**src/rtl/audio_pkg.sv**
```systemverilog
// Shared types and constants for the audio DAC slot arbiter.
package audio_pkg;

    localparam int SAMPLE_W = 16;
    localparam logic [SAMPLE_W-1:0] SILENCE = 16'h0000;

    // Channel encoding follows iLRCK: high is the left slot.
    localparam logic CH_L = 1'b1;
    localparam logic CH_R = 1'b0;

    // Bit counter saturates well past the 16 data bits of a slot.
    localparam int BITCNT_W = 5;
    localparam logic [BITCNT_W-1:0] BITCNT_MAX = 5'd31;

    typedef enum logic {
        ST_UNLOCKED = 1'b0,
        ST_LOCKED   = 1'b1
    } state_e;

endpackage

```
**src/rtl/audio_rr_pick.sv**
```systemverilog
// Round-robin picker: first set candidate searching upward (mod NREQ)
// from the position just after ptr_i.
module audio_rr_pick #(
    parameter int NREQ = 4
) (
    input  logic [NREQ-1:0]         cand_i,
    input  logic [$clog2(NREQ)-1:0] ptr_i,
    output logic                    valid_o,
    output logic [$clog2(NREQ)-1:0] idx_o,
    output logic [NREQ-1:0]         onehot_o
);

    localparam int IW = $clog2(NREQ);

    logic [IW-1:0] pos;

    // Scan farthest-first so the nearest candidate after ptr_i is the last one written.
    always_comb begin
        valid_o  = 1'b0;
        idx_o    = '0;
        pos      = '0;
        onehot_o = '0;
        for (int i = NREQ; i >= 1; i--) begin
            pos = IW'((int'(ptr_i) + i) % NREQ);
            if (cand_i[pos]) begin
                valid_o = 1'b1;
                idx_o   = pos;
            end
        end
        if (valid_o) begin
            onehot_o[idx_o] = 1'b1;
        end
    end

endmodule

```
**src/rtl/audio_dac_slot_arbiter.sv**
```systemverilog
// Shares the two I2S DAC slots between NREQ requesters, round-robin per
// channel, arbitrating each slot one slot ahead and serialising MSB first.
module audio_dac_slot_arbiter
    import audio_pkg::*;
#(
    parameter int NREQ      = 4,
    parameter int ARB_BIT   = 8,
    parameter int HOLD_LAST = 0
) (
    input  logic                     BCLK,
    input  logic                     iRST_N,
    input  logic                     iLRCK,
    input  logic                     iENABLE,
    input  logic [NREQ-1:0]          iREQ,
    input  logic [NREQ-1:0]          iREQ_CH,
    input  logic [NREQ*SAMPLE_W-1:0] iSAMPLE,
    output logic [NREQ-1:0]          oGNT,
    output logic                     oDACDAT,
    output logic                     oLOCK,
    output logic                     oMISS
);

    localparam int IW = $clog2(NREQ);

    // Valid/ready note: iREQ is the requester's valid, held until a one-cycle
    // oGNT pulse; the sample is taken in the cycle before oGNT goes high.

    state_e                state_q, state_d;
    logic                  lrck_q;
    logic [BITCNT_W-1:0]   bitcnt_q, bitcnt_d;
    logic [SAMPLE_W-1:0]   shreg_q, shreg_d;
    logic                  dacdat_q, dacdat_d;
    logic                  miss_q, miss_d;
    logic                  arb_done_q, arb_done_d;
    logic [NREQ-1:0]       gnt_q, gnt_d;
    logic [SAMPLE_W-1:0]   pending_q [2];
    logic [SAMPLE_W-1:0]   pending_d [2];
    logic [IW-1:0]         rr_ptr_q [2];
    logic [IW-1:0]         rr_ptr_d [2];

    logic                  lrck_edge;
    logic                  nc;
    logic                  ch;
    logic [NREQ-1:0]       cand;
    logic                  pick_valid;
    logic [IW-1:0]         pick_idx;
    logic [NREQ-1:0]       pick_onehot;
    logic [SAMPLE_W-1:0]   samples [NREQ];

    assign lrck_edge = iLRCK ^ lrck_q;
    assign ch        = iLRCK;
    assign nc        = ~lrck_q;
    assign cand      = iENABLE ? (iREQ & ~(iREQ_CH ^ {NREQ{nc}})) : '0;

    // Unpack the flat sample bus into one word per requester.
    always_comb begin
        for (int k = 0; k < NREQ; k++) begin
            samples[k] = iSAMPLE[k*SAMPLE_W +: SAMPLE_W];
        end
    end

    audio_rr_pick #(.NREQ(NREQ)) u_pick (
        .cand_i   (cand),
        .ptr_i    (rr_ptr_q[nc]),
        .valid_o  (pick_valid),
        .idx_o    (pick_idx),
        .onehot_o (pick_onehot)
    );

    // Next-state: lock FSM, slot start, serialiser and next-slot arbitration.
    always_comb begin
        state_d    = state_q;
        bitcnt_d   = bitcnt_q;
        shreg_d    = shreg_q;
        dacdat_d   = dacdat_q;
        miss_d     = 1'b0;
        arb_done_d = arb_done_q;
        gnt_d      = '0;
        pending_d  = pending_q;
        rr_ptr_d   = rr_ptr_q;
        case (state_q)
            ST_UNLOCKED: begin
                bitcnt_d = '0;
                dacdat_d = 1'b0;
                if (lrck_edge) begin
                    state_d = ST_LOCKED;
                end
            end
            ST_LOCKED: begin
                if (lrck_edge) begin
                    // Slot start: MSB leaves one BCLK after the LRCK edge.
                    shreg_d    = pending_q[ch] << 1;
                    dacdat_d   = pending_q[ch][SAMPLE_W-1];
                    bitcnt_d   = BITCNT_W'(1);
                    miss_d     = ~arb_done_q;
                    arb_done_d = 1'b0;
                end else begin
                    if (bitcnt_q != BITCNT_MAX) begin
                        bitcnt_d = bitcnt_q + BITCNT_W'(1);
                    end
                    if (bitcnt_q <= BITCNT_W'(SAMPLE_W - 1)) begin
                        dacdat_d = shreg_q[SAMPLE_W-1];
                        shreg_d  = shreg_q << 1;
                    end else begin
                        dacdat_d = 1'b0;
                    end
                    if (bitcnt_q == BITCNT_W'(ARB_BIT)) begin
                        arb_done_d = 1'b1;
                        if (pick_valid) begin
                            pending_d[nc] = samples[pick_idx];
                            rr_ptr_d[nc]  = pick_idx;
                            gnt_d         = pick_onehot;
                        end else if (HOLD_LAST == 0 || !iENABLE) begin
                            pending_d[nc] = SILENCE;
                        end
                    end
                end
            end
            default: state_d = ST_UNLOCKED;
        endcase
    end

    // State registers with asynchronous active-low clear.
    always_ff @(posedge BCLK or negedge iRST_N) begin
        if (!iRST_N) begin
            state_q      <= ST_UNLOCKED;
            lrck_q       <= 1'b0;
            bitcnt_q     <= '0;
            shreg_q      <= '0;
            dacdat_q     <= 1'b0;
            miss_q       <= 1'b0;
            arb_done_q   <= 1'b0;
            gnt_q        <= '0;
            pending_q[0] <= SILENCE;
            pending_q[1] <= SILENCE;
            rr_ptr_q[0]  <= IW'(NREQ - 1);
            rr_ptr_q[1]  <= IW'(NREQ - 1);
        end else begin
            state_q    <= state_d;
            lrck_q     <= iLRCK;
            bitcnt_q   <= bitcnt_d;
            shreg_q    <= shreg_d;
            dacdat_q   <= dacdat_d;
            miss_q     <= miss_d;
            arb_done_q <= arb_done_d;
            gnt_q      <= gnt_d;
            pending_q  <= pending_d;
            rr_ptr_q   <= rr_ptr_d;
        end
    end

    assign oGNT    = gnt_q;
    assign oDACDAT = dacdat_q;
    assign oMISS   = miss_q;
    assign oLOCK   = (state_q == ST_LOCKED);

endmodule
```
**config.mk**
```make
export PLATFORM = sky130hd
export DESIGN_NAME = audio_dac_slot_arbiter
export DESIGN_NICKNAME = d
export VERILOG_FILES = /design/src/rtl/audio_pkg.sv /design/src/rtl/audio_rr_pick.sv /design/src/rtl/audio_dac_slot_arbiter.sv
export SDC_FILE = /design/constraint.sdc
export NUM_CORES = 1
export LEC_CHECK = 0
export ABC_CLOCK_PERIOD_IN_PS = 2600
export BUFFER_PORTS_ARGS = -buffer_cell sky130_fd_sc_hd__buf_2
export CORE_ASPECT_RATIO = 0.7
export CORE_MARGIN = 2
export CORE_UTILIZATION = 50
export DETAILED_ROUTE_END_ITERATION = 6
export PLACE_DENSITY = 0.77
export SYNTH_ARGS = -nofsm -noshare
export SYNTH_HDL_FRONTEND = slang
export SYNTH_HIERARCHICAL = 1
export SYNTH_SLANG_ARGS = --single-unit
```
**constraint.sdc**
```tcl
create_clock -name BCLK -period 2.6 [get_ports BCLK]
set_input_delay 0.52 -clock BCLK [delete_from_list [all_inputs] [get_ports BCLK]]
set_output_delay 0.52 -clock BCLK [all_outputs]
set_load 0.02 [all_outputs]
```
==> run_results.csv <==
group,metric,value,unit
timing,timing.final.ws_setup,0.125,ns
drt,wl_per_cell,16.9,microns
clock_tree,htree_levels,3,
yosys,asyncSetResetFlopFracSynth,100,%
placement,place_congestion,0.854,
drt,first_pass_iteration_count_of_the_detailed_router,4,
drt,dr.first_iter.drc_count,128,
timing,fmax,404,MHz
clock_tree,tritoncts,"done",
clock_tree,ctsHoldBuffers,0,
yosys,ys_ff_latch,65,
global_route,global_route.usage.total,22.3,%
layout,antenna_cells,0,
yosys,gate_count_of_the_mapped_netlist,334,
timing,setup_viol,0,
yosys,synth_edf_count,0,
critical_path,critical_path.slowest_cell,"mux4_2",
yosys,synth-warning-count,6,
critical_path,crit_path_max_fanout,9,
timing,period_minus_slack,2.48,ns
placement,numPlacedInstances,510,
layout,signed_area_change_from_the_synthesized_netlist_to_the_final_layout,22.2,%
layout,area_of_the_multi_input_gates,2020,sq um
pwr,powerDensity,667,nW/um^2
floorplan,floorplan.io_pins,83,
floorplan,chipWidth,110,microns
critical_path,critical_path.max_stage_delay,0.43,ns
timing,fin_tns_setup,0,ns
critical_path,regToRegStartpoint,"lrck_q$_DFF_PN0_",
placement,hpwlAfterDp,6310,microns
clock_tree,clkLatencyLatePin,0.33,ns
critical_path,cp-start-kind,"flop",
floorplan,dieHeight,78.4,microns
layout,final_cell_mix,"82 x buf_2, 70 x mux2i_1, 60 x dfrtp_1",
floorplan,core.rowCount,27,
drt,finalWirelength,8920,microns
drt,via_count,2850,
clock_tree,cts.reportedPaths.clkPinSlew,0.05,ns
global_route,grt_antenna_before_repair,0,
hold_path,worstHoldPathType,"input pin to async pin",
drt,drc,0,
global_route,gr-total-overflow,0,
clock_tree,cts_sinks,65,
drt,avgViaCountPerCell,5.39,
layout,most_common_library_cell_in_the_layout_ignoring_fill_and_taps,"buf_2",
yosys,synth_ff_type,"dfrtp_1",
global_route,first_global_vias,3000,
drt,number_of_nets_still_failing_antenna_checks_after_routing,0,
placement,dp_slack,0.0744,ns
job,max-cap-violations,0,
critical_path,worstPathRequired,2.80,ns
yosys,netlist-cell-type-count,50,
timing,layout_worst_path_cycle_share,95.2,%
placement,portBuffers,82,
layout,fillCellCount,616,
global_route,grt_start_max_net_pins,34,
critical_path,cp_common_cell,"buf_12",
layout,finish.instance_area,4840,sq um
critical_path,r2r_setup_slack,0.12,ns
critical_path,cp_data_arrival_time,2.67,ns
yosys,avg_cell_area_syn,11.9,sq um
layout,post_layout_nonfiller_instances,529,
critical_path,worst_reg_to_reg_cells,10,
timing,maxSlewViolCount,0,
yosys,syn_area,3960,sq um
critical_path,worstSetupEndpointType,"flop",
pwr,vdd_drop_max,0.000372,V
layout,nets,504,
clock_tree,clock_buffers_created_by_tritoncts,9,
yosys,syn_nets,414,
floorplan,design.core.area,7770,sq um
critical_path,worst_r2r_endpoint,"pending_q[2]$_DFFE_PN0P_",
floorplan,die_area,8660,sq um
timing,timing.clock.skew,0.00534,ns
timing,max-slew-margin-rel,50.1,%
status,run_status,"completed",
critical_path,timing_worst_setup_path_type,"flop to flop",
global_route,grt_pass1_wl,14600,microns
layout,final_layout_size_suffix_gt1_share,38.8,%
critical_path,worstPathCellList,"buf_12 > xor2_1 > and3_1 > inv_1 > a22oi_1 > o221ai_4 > buf_12 > mux4_2 > nand2_1 > mux2i_1",
yosys,synth_sequential_area_ratio,41.2,%
placement,placed_cell_area,4490,sq um
layout,postLayoutCoreUtil,62.3,%
clock_tree,clock_path_buffers,2,
timing,worst-slew-pin-transition,0.748,ns
clock_tree,root_buffer,"clkbuf_16",
timing,finalHoldViolations,0,
pwr,power.static_leakage,2.31,nW
layout,register_area,1630,sq um
floorplan,initial_cell_density_of_the_core,51.0,%
==> flip-flops by register name (all words and copies together), names as in the netlist <==
signal and count:
pending_q 32, shreg_q 15, bitcnt_q 5, oGNT 4, rr_ptr_q 4, arb_done_q 1
lrck_q 1, oDACDAT 1, oLOCK 1, oMISS 1
==> final cells by class <==
type / instances / area share, %
Multi-Input combinational cell: 205 / 41.8
Sequential cell: 65 / 33.8
Timing Repair Buffer: 101 / 12.4
Clock buffer: 12 / 5.30
Inverter: 42 / 3.26
Tap cell: 101 / 2.61
Clock inverter: 3 / 0.828
==> layer usage <==
layer | GRT usage, % | vias up | routed length, microns
met5 | 0 | - | 0
met4 | 7.63 | 0 | 123
met3 | 5.81 | 12 | 429
met2 | 34.8 | 68 | 4280
met1 | 30.3 | 1431 | 4090
li1 | - | 1339 | -
==> worst max-delay path by stage <==
stage                                start                         to  slack [ns]  depth (start not counted)
after floorplan           lrck_q$_DFF_PN0_   pending_q[0]$_DFFE_PN0P_       0.008                         12
after global placement          iREQ_CH[1]  pending_q[14]$_DFFE_PN0P_        0.14                         10
after detailed placement        iREQ_CH[2]   pending_q[2]$_DFFE_PN0P_        0.07                         10
after CTS                 lrck_q$_DFF_PN0_   pending_q[2]$_DFFE_PN0P_        0.09                          8
after global routing      lrck_q$_DFF_PN0_  pending_q[15]$_DFFE_PN0P_       -0.02                         10
final                     lrck_q$_DFF_PN0_   pending_q[2]$_DFFE_PN0P_        0.12                         10
==> metrics by stage <==
stage / total power (W) / hold WS [ns]
after floorplan: 0.00179 / 0.224
after global placement: 0.00198 / 0.419
after detailed placement: 0.00202 / 0.417
after CTS: 0.00323 / 0.283
after global routing: 0.00339 / 0.320
final: 0.00323 / 0.255
==> synth_stat cells, types with 3 or more instances <==
cell       n  area, sq um
buf_6      4         45.0
a21oi_1    5         25.0
xor2_1     7         61.3
nand2b_1   4         25.0
buf_4      4         30.0
and3_1     6         37.5
mux2i_1   70          701
mux2_4     8          120
nand4_1    3         18.8
nor2_1    14         52.6
nand2_1   19         71.3
clkbuf_1   3         11.3
dfrtp_1   61         1530
buf_2      6         30.0
nor2b_1    5         31.3
a22o_1     3         26.3
inv_1     42          158
dfstp_2    4          105
ha_1       4         50.1
a221oi_1   3         26.3
mux2_2    10          113
mux4_2    16          360
==> worst max-delay path: cells and delay by family (launching register included) <==
family | cells | cell delay [ns]
compound gates | 2 | 0.48
flops | 1 | 0.42
xor+xnor | 1 | 0.13
mux | 2 | 0.52
buf+inv | 3 | 0.42
simple gates | 2 | 0.36
==> cell families (layout without fill, tap and decap cells) <==
family,count (synthesis),after routing,synth area share [%]
AOI/OAI and AO/OA,27,27,5.82
xor gates and xnor gates,9,9,2.18
adders and majority gates,4,4,1.26
buffers and inverters,64,158,8.50
DFF,65,65,41.2
muxes,105,105,33.0
and+or+nand+nor,60,60,8.06
==> power breakdown <==
group | internal, W | leakage, nW | switching [W] | total, W
registers | 0.00119 | 0.650 | 0.000125 | 0.00132
logic | 0.000377 | 1.51 | 0.000327 | 0.000704
clock network | 0.000785 | 0.148 | 0.000421 | 0.00121
total | 0.00235 | 2.31 | 0.000874 | 0.00323
==> repair_timing <==
action / in CTS / in global routing
endpoints found under the setup margin: 0 / 8
resized for setup: 0 / 2
buffers inserted: 0 / 4
(Power assumes the default switching activity.)
